<file path="src/rtl/ca_frame_source.sv">
// Frame-aligned stimulus source: N samples per period, M periods per acquisition,
// square or sawtooth wave plus optional Galois-LFSR noise, behind a valid/ready handshake.
module ca_frame_source #(
  parameter int N           = 8192,
  parameter int M           = 128,
  parameter int DATA_WIDTH  = 16,
  parameter int WAVE        = 0,
  parameter int AMP         = 1000,
  parameter int SAW_SHIFT   = 0,
  parameter int OFFSET      = 0,
  parameter int NOISE_SHIFT = 16
) (
  input  logic                         clk,
  input  logic                         reset_n,
  input  logic                         enable,
  input  logic                         start,
  input  logic                         ready_in,
  output logic signed [DATA_WIDTH-1:0] data_out,
  output logic                         valid_out,
  output logic                         sof,
  output logic                         eof,
  output logic [15:0]                  frame_count,
  output logic                         busy,
  output logic                         done
);

  localparam int IDX_W = $clog2(N);
  localparam int SW    = DATA_WIDTH + 2;

  localparam logic [IDX_W-1:0]     LAST_IDX   = IDX_W'(N - 1);
  localparam logic [15:0]          LAST_FRAME = 16'(M - 1);
  localparam logic [15:0]          LFSR_SEED  = 16'hACE1;
  localparam logic [15:0]          LFSR_MASK  = 16'hB400;
  localparam logic signed [SW-1:0] AMP_S      = SW'(AMP);
  localparam logic signed [SW-1:0] NEG_AMP_S  = SW'(-AMP);
  localparam logic signed [SW-1:0] OFFSET_S   = SW'(OFFSET);
  localparam logic signed [SW-1:0] HALF_S     = SW'(N / 2);
  localparam logic signed [SW-1:0] SAT_MAX    = {3'b000, {(DATA_WIDTH-1){1'b1}}};
  localparam logic signed [SW-1:0] SAT_MIN    = {3'b111, {(DATA_WIDTH-1){1'b0}}};

  typedef enum logic [1:0] {
    IDLE = 2'd0,
    RUN  = 2'd1,
    DONE = 2'd2
  } state_t;

  state_t                  state_q, state_d;
  logic [IDX_W-1:0]        sample_idx_q, sample_idx_d;
  logic [15:0]             frame_idx_q, frame_idx_d;
  logic [15:0]             lfsr_q, lfsr_d;
  logic signed [DATA_WIDTH-1:0] data_q, data_d;
  logic                    valid_q, valid_d;
  logic                    sof_q, sof_d;
  logic                    eof_q, eof_d;
  logic                    busy_q, busy_d;
  logic                    done_q, done_d;

  logic                    xfer;
  logic                    load;
  logic                    clear_out;
  logic signed [SW-1:0]    wave_s;
  logic signed [SW-1:0]    noise_s;
  logic signed [SW-1:0]    sum_s;
  logic signed [DATA_WIDTH-1:0] sat_s;

  function automatic logic [15:0] lfsr_step(input logic [15:0] v);
    lfsr_step = v[0] ? ((v >> 1) ^ LFSR_MASK) : (v >> 1);
  endfunction

  assign xfer = valid_q && ready_in;

  // Control: counters and LFSR already point at the sample to be offered next.
  always_comb begin
    state_d      = state_q;
    sample_idx_d = sample_idx_q;
    frame_idx_d  = frame_idx_q;
    lfsr_d       = lfsr_q;
    busy_d       = busy_q;
    done_d       = done_q;
    load         = 1'b0;
    clear_out    = 1'b0;
    case (state_q)
      IDLE, DONE: begin
        if (start) begin
          state_d      = RUN;
          busy_d       = 1'b1;
          done_d       = 1'b0;
          sample_idx_d = '0;
          frame_idx_d  = '0;
          lfsr_d       = LFSR_SEED;
        end
      end
      RUN: begin
        if (xfer) begin
          clear_out = 1'b1;
          lfsr_d    = lfsr_step(lfsr_q);
          if (sample_idx_q == LAST_IDX) begin
            sample_idx_d = '0;
            if (frame_idx_q == LAST_FRAME) begin
              state_d = DONE;
              busy_d  = 1'b0;
              done_d  = 1'b1;
            end else begin
              frame_idx_d = frame_idx_q + 16'd1;
            end
          end else begin
            sample_idx_d = sample_idx_q + 1'b1;
          end
          load = enable && !((sample_idx_q == LAST_IDX) && (frame_idx_q == LAST_FRAME));
        end else if (!valid_q) begin
          load = enable;
        end
      end
      default: begin
        state_d = IDLE;
        busy_d  = 1'b0;
        done_d  = 1'b0;
      end
    endcase
  end

  generate
    if (WAVE == 1) begin : g_saw
      logic signed [SW-1:0] idx_s;
      assign idx_s  = $signed({{(SW-IDX_W){1'b0}}, sample_idx_d});
      assign wave_s = (idx_s - HALF_S) <<< SAW_SHIFT;
    end else begin : g_square
      // N is a power of two, so the index MSB marks the second half-period.
      assign wave_s = sample_idx_d[IDX_W-1] ? NEG_AMP_S : AMP_S;
    end

    if (NOISE_SHIFT >= 16) begin : g_no_noise
      assign noise_s = '0;
    end else begin : g_noise
      logic signed [15:0] noise16;
      assign noise16 = $signed(lfsr_d) >>> NOISE_SHIFT;
      if (SW > 16) begin : g_ext
        assign noise_s = {{(SW-16){noise16[15]}}, noise16};
      end else begin : g_trunc
        assign noise_s = noise16[SW-1:0];
      end
    end
  endgenerate

  assign sum_s = wave_s + OFFSET_S + noise_s;

  always_comb begin
    sat_s = sum_s[DATA_WIDTH-1:0];
    if (sum_s > SAT_MAX) begin
      sat_s = SAT_MAX[DATA_WIDTH-1:0];
    end else if (sum_s < SAT_MIN) begin
      sat_s = SAT_MIN[DATA_WIDTH-1:0];
    end
  end

  // Output stage holds the offered sample until it is accepted.
  always_comb begin
    data_d  = data_q;
    valid_d = valid_q;
    sof_d   = sof_q;
    eof_d   = eof_q;
    if (clear_out) begin
      valid_d = 1'b0;
      sof_d   = 1'b0;
      eof_d   = 1'b0;
    end
    if (load) begin
      data_d  = sat_s;
      valid_d = 1'b1;
      sof_d   = (sample_idx_d == '0);
      eof_d   = (sample_idx_d == LAST_IDX);
    end
  end

  always_ff @(posedge clk or negedge reset_n) begin
    if (!reset_n) begin
      state_q      <= IDLE;
      sample_idx_q <= '0;
      frame_idx_q  <= '0;
      lfsr_q       <= LFSR_SEED;
      data_q       <= '0;
      valid_q      <= 1'b0;
      sof_q        <= 1'b0;
      eof_q        <= 1'b0;
      busy_q       <= 1'b0;
      done_q       <= 1'b0;
    end else begin
      state_q      <= state_d;
      sample_idx_q <= sample_idx_d;
      frame_idx_q  <= frame_idx_d;
      lfsr_q       <= lfsr_d;
      data_q       <= data_d;
      valid_q      <= valid_d;
      sof_q        <= sof_d;
      eof_q        <= eof_d;
      busy_q       <= busy_d;
      done_q       <= done_d;
    end
  end

  assign data_out    = data_q;
  assign valid_out   = valid_q;
  assign sof         = sof_q;
  assign eof         = eof_q;
  assign frame_count = frame_idx_q;
  assign busy        = busy_q;
  assign done        = done_q;

endmodule

</file>
<file path="config.mk">
export PLATFORM = sky130hd
export DESIGN_NAME = ca_frame_source
export DESIGN_NICKNAME = d
export VERILOG_FILES = /design/src/rtl/ca_frame_source.sv
export SDC_FILE = /design/constraint.sdc
export NUM_CORES = 1
export LEC_CHECK = 0
export BUFFER_PORTS_ARGS = -buffer_cell sky130_fd_sc_hd__buf_2
export CAP_MARGIN = 30
export CORE_MARGIN = 4
export CORE_UTILIZATION = 57
export CTS_BUF_LIST = sky130_fd_sc_hd__clkbuf_8
export DETAILED_ROUTE_END_ITERATION = 10
export PLACE_DENSITY = 0.93
export SYNTH_ARGS = -nofsm -noshare
export SYNTH_HDL_FRONTEND = slang
export SYNTH_SLANG_ARGS = --single-unit
</file>
<file path="constraint.sdc">
create_clock -name clk -period 3.2 [get_ports clk]
set_input_delay 0.64 -clock clk [delete_from_list [all_inputs] [get_ports clk]]
set_output_delay 0.64 -clock clk [all_outputs]
set_load 0.03 [all_outputs]
</file>
==> metrics.csv, run 1 <==
stage,metric,value,unit
route,drt initial violations,228,
floorplan,DIE AREA,4910,um^2
power,leakage,1.23,nW
job,maxcap violations,0,
sta,RSZ-0062 raised after global routing,false,
clock_network,TritonCTS clock tree,done,
clock_network,"Reg clk slew, reported paths",0.07,ns
setup_path,Setup crit start kind,register,
route,WL final,5230,um
global_route,gr usage total,22.7,%
sta,Slew HR,46.0,%
route,via count,1920,
clock_network,root buf cell,clkbuf_8,
global_route,largest net degree at the start of global routing,39,
power,worst vdd ir,0.000499,V
clock_network,Sink Count,38,
sta,Fin. Hold Viols,0,
yosys,YS warnings,0,
yosys,sequential area share after synthesis,43.3,%
cells_and_area,Final Non-Filler Cells,309,
global_route,first-pass GRT wire length,8930,um
cells_and_area,Layout Nets,267,
cells_and_area,area grow syn2layout,10.4,%
route,"antenna viol nets, final",0,
sta,setup violators final,0,
setup_path,Critical Path RT,3.38,ns
place,RePlAce Congestion,0.914,
clock_network,clk_lat worst skew,0.30,ns
clock_network,number of post-CTS setup repair buffers,0,
cells_and_area,number of diodes,0,
global_route,grt ovf,0,
yosys,synthesized area,2200,um^2
floorplan,Initial Util,59.6,%
yosys,Synth Instances,234,
setup_path,r2r setup slk,0.59,ns
route,Avg WL per Cell,16.9,um
sta,final period utilization,81.5,%
sta,Clock Skew,0.00517,ns
cells_and_area,Post-Layout Inst Area,2420,um^2
global_route,vias in the first global route,1840,
sta,Hold Worst Slack,0.436,ns
setup_path,crit end category,register,
route,DRC viols,0,
sta,fin crit period,2.61,ns
route,Vias/cell,6.21,
yosys,Mean Syn Cell Area,9.39,um^2
floorplan,Die Y,70.1,um
status,status,finished clean,
sta,Slew @ Worst Pin,0.809,ns
yosys,Seq cells post-synth,38,
place,dpl cells,301,
cells_and_area,layout cells sized above 1,23.4,%
clock_network,post-cts hold buffer count,0,
sta,FMAX,0.383,GHz
floorplan,IO Pins,42,
clock_network,H-tree lvl count,2,
setup_path,CP Max Fanout,10,
floorplan,core area,3690,um^2
place,Detailed Place HPWL,3800,um
sta,final max-slew violation count,0,
setup_path,Setup CP Type,register to register,
clock_network,total CTS buffers,5,
min_path,worst min-delay path class,primary input to async pin,
global_route,initial antenna violation count,0,
clock_network,Clock Path Buffers,2,
place,Placement Cell Area,2310,um^2
sta,Fin Setup TNS,0,ns
yosys,Netlist cell types,51,
setup_path,worst path arrival time,2.79,ns
place,PortBufs,38,
power,Pwr Density,594,nW/um^2
floorplan,Site Rows,22,
route,first drt pass iteration count,5,
clock_network,post-cts resize count,0,
floorplan,Die Wd,70.1,um
-- cells in the mapped netlist, drive strengths merged --
cell | number | area, um^2
a32o | 1 | 10.0
xor2 | 11 | 96.3
dfrtp | 38 | 951
nand2 | 15 | 58.8
o311a | 1 | 10.0
o41ai | 1 | 8.76
o21ba | 1 | 10.0
a31oi | 2 | 12.5
ha | 2 | 25.0
nor4b | 3 | 26.3
o311ai | 1 | 8.76
nor2b | 2 | 12.5
o31a | 1 | 10.0
nor4 | 8 | 65.1
o31ai | 3 | 22.5
nor2 | 25 | 93.8
inv | 6 | 22.5
a211oi | 2 | 15.0
or4 | 4 | 33.8
nor3 | 8 | 55.1
or3 | 2 | 12.5
o21a | 1 | 7.51
a21oi | 4 | 20.0
nor4bb | 1 | 10.0
nand2b | 2 | 12.5
and3 | 9 | 56.3
clkbuf | 5 | 18.8
o21ai | 10 | 50.1
buf | 17 | 129
and4b | 1 | 10.0
conb | 1 | 3.75
and4 | 1 | 10.0
nand3b | 2 | 15.0
nand3 | 21 | 123
a21o | 6 | 45.0
xnor2 | 3 | 26.3
a31o | 1 | 8.76
or2 | 2 | 12.5
or2b | 1 | 7.51
nand4b | 1 | 8.76
nand4 | 8 | 62.6
-- layout make-up --
type	instances	area, um^2
well taps	48	60.1
clock buffers	8	110
inverters	6	22.5
fillers	293	1260
repair buffers	39	198
multi-input cells	170	1080
flip-flops and latches	38	951
-- placed cells by master (no fill, tap or decap), types with 3 or more instances in the layout --
cell,netlist,layout
conb_1,1,3
inv_1,6,6
nor4b_1,3,3
o21ai_0,10,10
and3_1,9,9
buf_2,1,38
o31ai_1,3,3
clkbuf_8,0,8
nand3_1,19,19
nand2_1,14,14
nor3_1,5,5
nand4_1,6,6
a21o_1,6,6
xor2_1,11,11
nor2_1,25,25
nor4_1,7,7
xnor2_1,3,3
nor3_2,3,3
a21oi_1,4,4
dfrtp_1,38,38
or4_1,3,3
-- where the power goes --
group | total [W] | internal [W] | leakage (nW) | switching (W)
sequential | 0.000621 | 0.000534 | 0.497 | 0.0000864
combinational | 0.000431 | 0.000128 | 0.675 | 0.000303
clock | 0.000388 | 0.000218 | 0.0575 | 0.000170
-- flip-flops by register name (all words and copies together), names as in the netlist --
signal        cells
sample_idx_q     13
busy              1
valid_out         1
sof               1
frame_count      16
data_out          3
state_q           2
eof               1
-- stage by stage --
| step | power (W) | worst slack [ns] | util [%] |
|---|---|---|---|
| 2_1_floorplan | 0.000982 | 0.815 | - |
| 3_3_place_gp | 0.00105 | 0.597 | 62.8 |
| 3_5_place_dp | 0.00106 | 0.537 | 62.8 |
| 4_1_cts | 0.00144 | 0.645 | 65.7 |
| 5_1_grt | 0.00152 | 0.337 | 65.7 |
| 6_report | 0.00144 | 0.592 | 65.7 |
-- worst max-delay path, stage by stage (launching register included) --
cell and delay, ns:
dfrtp_1 0.42, ha_1 0.23, nand4_2 0.17, nor4_4 0.53, nor2_1 0.22, nor3_2 0.48
and3_1 0.24, xnor2_1 0.12, nor2_1 0.06
-- routing by layer --
layer | GRT usage (%) | wire length [um]
met1 | 30.1 | 2170
met2 | 34.7 | 2540
met3 | 6.19 | 410
met4 | 9.57 | 112
met5 | 0 | 0
-- logic make-up (layout without fill, tap and decap cells) --
group / Yosys count / count (layout) / share of synthesized area [%]
AOI/OAI and AO/OA: 35 / 35 / 10.9
buffers and inverters: 28 / 53 / 7.74
xor gates and xnor gates: 14 / 14 / 5.58
DFF: 38 / 38 / 43.3
adders and majority gates: 2 / 2 / 1.14
other: 1 / 3 / 0.171
and+or+nand+nor: 116 / 116 / 31.2
-- final timing paths --
kind,endpoint,startpoint,cells after the start
max in group asynchronous,sof,reset_n,1
worst min register to register,data_out[3],data_out[3],1
worst max-delay path,frame_count[12],sample_idx_q[0],8
min in group clk,data_out[3],data_out[3],1
worst max register to register,frame_count[12],sample_idx_q[0],8
worst min-delay path,frame_count[9],reset_n,1
No activity file was read; power rests on OpenSTA's default activity.
==> run 2, diff against run 1 <==
--- a/config.mk
+++ b/config.mk
@@ -8,10 +8,10 @@
 export BUFFER_PORTS_ARGS = -buffer_cell sky130_fd_sc_hd__buf_2
 export CAP_MARGIN = 30
 export CORE_MARGIN = 4
-export CORE_UTILIZATION = 57
+export CORE_UTILIZATION = 52
 export CTS_BUF_LIST = sky130_fd_sc_hd__clkbuf_8
 export DETAILED_ROUTE_END_ITERATION = 10
-export PLACE_DENSITY = 0.93
+export PLACE_DENSITY = 0.9
 export SYNTH_ARGS = -nofsm -noshare
 export SYNTH_HDL_FRONTEND = slang
 export SYNTH_SLANG_ARGS = --single-unit
==> constraint.sdc (replaced) <==
create_clock -name clk -period 2.36 [get_ports clk]
set_input_delay 0.472 -clock clk [delete_from_list [all_inputs] [get_ports clk]]
set_output_delay 0.472 -clock clk [all_outputs]
set_load 0.03 [all_outputs]
==> run 2 against run 1 <==
Combinational power increased by 59%. Total power increased by 39%. First-iteration DRC count increased by 59%. Critical path type unchanged. Core utilization increased by 0.22 points. The flow now finishes with violations (setup timing). Critical path depth unchanged. Non-clock buffer count increased by 24. Clock power increased by 24%. Worst hold slack got worse by 0.17 ns. Global-route usage decreased by 0.30 points.
==> metrics.csv, run 2 (synthesis results as in run 1) <==
stage,metric,value,unit
route,first drt pass iteration count,4,
setup_path,Critical Path RT,2.60,ns
floorplan,Initial Util,54.1,%
status,status,finished with violations,
global_route,initial antenna violation count,0,
global_route,gr usage total,22.4,%
setup_path,CP Max Fanout,4,
setup_path,crit end category,register,
setup_path,reg-to-reg critical path startpoint,sample_idx_q[0],
floorplan,Die Wd,73,um
power,Int Power,0.00120,W
clock_network,clk_lat worst skew,0.30,ns
sta,final max-slew violation count,0,
clock_network,TritonCTS clock tree,done,
cells_and_area,area grow syn2layout,21.8,%
power,Net Switching,0.000796,W
power,Pwr Density,747,nW/um^2
clock_network,root buf cell,clkbuf_8,
sta,Clock Skew,0.00673,ns
sta,FMAX,0.414,GHz
sta,setup violators final,1,
sta,Slew HR,44.6,%
floorplan,Die Y,73,um
clock_network,"Reg clk slew, reported paths",0.08,ns
cells_and_area,"commonest non-fill, non-tap cell in the layout",buf_2,
route,WL final,5920,um
power,leakage,1.35,nW
floorplan,IO Pins,42,
clock_network,H-tree lvl count,2,
status,failing checks,setup timing,
place,RePlAce Congestion,1.00,
global_route,first-pass GRT wire length,9160,um
sta,Fin Setup TNS,-0.0533,ns
power,sequential power share,41.7,%
sta,RSZ-0062 raised after global routing,true,
sta,Hold Worst Slack,0.265,ns
global_route,grt ovf,0,
cells_and_area,Largest register FFs,16,
setup_path,worst path arrival time,2.66,ns
clock_network,post-cts hold buffer count,0,
place,PortBufs,38,
sta,final period utilization,102,%
cells_and_area,number of diodes,0,
sta,fin crit period,2.41,ns
route,via count,2036,
setup_path,Setup CP Type,register to register,
job,maxcap violations,0,
sta,Slew @ Worst Pin,0.831,ns
route,DRC viols,0,
cells_and_area,Final Non-Filler Cells,335,
cells_and_area,layout cells sized above 1,36.1,%
floorplan,DIE AREA,5330,um^2
place,dpl cells,324,
power,switching power share of the total,39.8,%
route,Avg WL per Cell,17.7,um
route,drt initial violations,362,
floorplan,Site Rows,23,
setup_path,Setup crit start kind,register,
route,"antenna viol nets, final",0,
sta,Fin. Hold Viols,0,
cells_and_area,Util after Layout,66.0,%
cells_and_area,most frequent cells in the layout,"buf_2 (38), dfrtp_1 (34), nor2_1 (25), buf_4 (25), nand3_1 (19)",
cells_and_area,fillers,302,
setup_path,Worst Setup SP,sample_idx_q[0],
sta,worst setup margin,-0.0533,ns
place,Post-Place Worst Slack,-0.105,ns
route,Vias/cell,6.08,
floorplan,core area,4060,um^2
min_path,worst min-delay path class,primary input to async pin,
clock_network,total CTS buffers,5,
place,Detailed Place HPWL,4120,um
power,clock network power share,24.0,%
global_route,largest net degree at the start of global routing,39,
clock_network,Clock Path Buffers,2,
cells_and_area,Layout Nets,291,
clock_network,Sink Count,38,
power,worst vdd ir,0.000501,V
power,Gate power share,34.2,%
global_route,vias in the first global route,1873,
==> run 2: through the flow <==
step                area, um^2  total power [W]
floorplan                 2200          0.00133
global placement          2470          0.00148
detailed placement        2470          0.00149
CTS                       2580          0.00197
global route              2680          0.00209
finish                    2680          0.00200
==> run 2: layout make-up <==
class                   instances  area (um^2)  area share [%]
clock buffers                   6         82.6            3.09
repair buffers                 63          378            14.1
multi-input cells             170         1160            43.4
inverters                       6         22.5           0.842
flip-flops and latches         38          956            35.7
well taps                      50         62.6            2.34
clock inverters                 2         12.5           0.468
==> run 2: critical path, stage by stage (launching register included) <==
cell	delay [ns]
dfrtp_1	0.36
buf_4	0.12
nand4_1	0.14
or2_1	0.29
or3_1	0.32
and3_4	0.19
or4_4	0.54
nor4_4	0.28
a21o_1	0.10
==> run 2: per-layer routing <==
metal	global-route usage, %	vias up	part of all wire [%]	routed length (um)
li1	-	930	-	-
met1	29.0	974	40	2380
met2	35.7	108	49	2900
met3	4.82	24	7.7	456
met4	9.84	0	3.0	180
met5	0	-	0	0
==> run 2: timing repair <==
item | in CTS | in global routing
buffers inserted | 0 | 4
pin swaps | 1 | 10
hold endpoints to repair | 0 | 0
gates resized for setup | 3 | 19
setup endpoints to repair | 2 | 3
==> run 2: path summary, 6_finish.rpt <==
| path | end | cells past startpoint | slack, ns |
|---|---|---|---|
| setup / recovery | eof | 8 | -0.05 |
| hold / removal | busy | 1 | 0.27 |
| setup reg to reg | eof | 8 | -0.05 |
| hold reg to reg | data_out[3] | 1 | 0.48 |
| max in group asynchronous | sample_idx_q[2] | 1 | 1.51 |
| min in group clk | data_out[3] | 1 | 0.48 |
==> run 2: power by group through the flow <==
stage	sequential [W]	clock [W]	combinational [W]
floorplan	0.000893	0	0.000438
CTS	0.000824	0.000482	0.000666
global placement	0.000827	0	0.000649
finish	0.000834	0.000481	0.000685
detailed placement	0.000832	0	0.000661
global route	0.000842	0.000511	0.000734
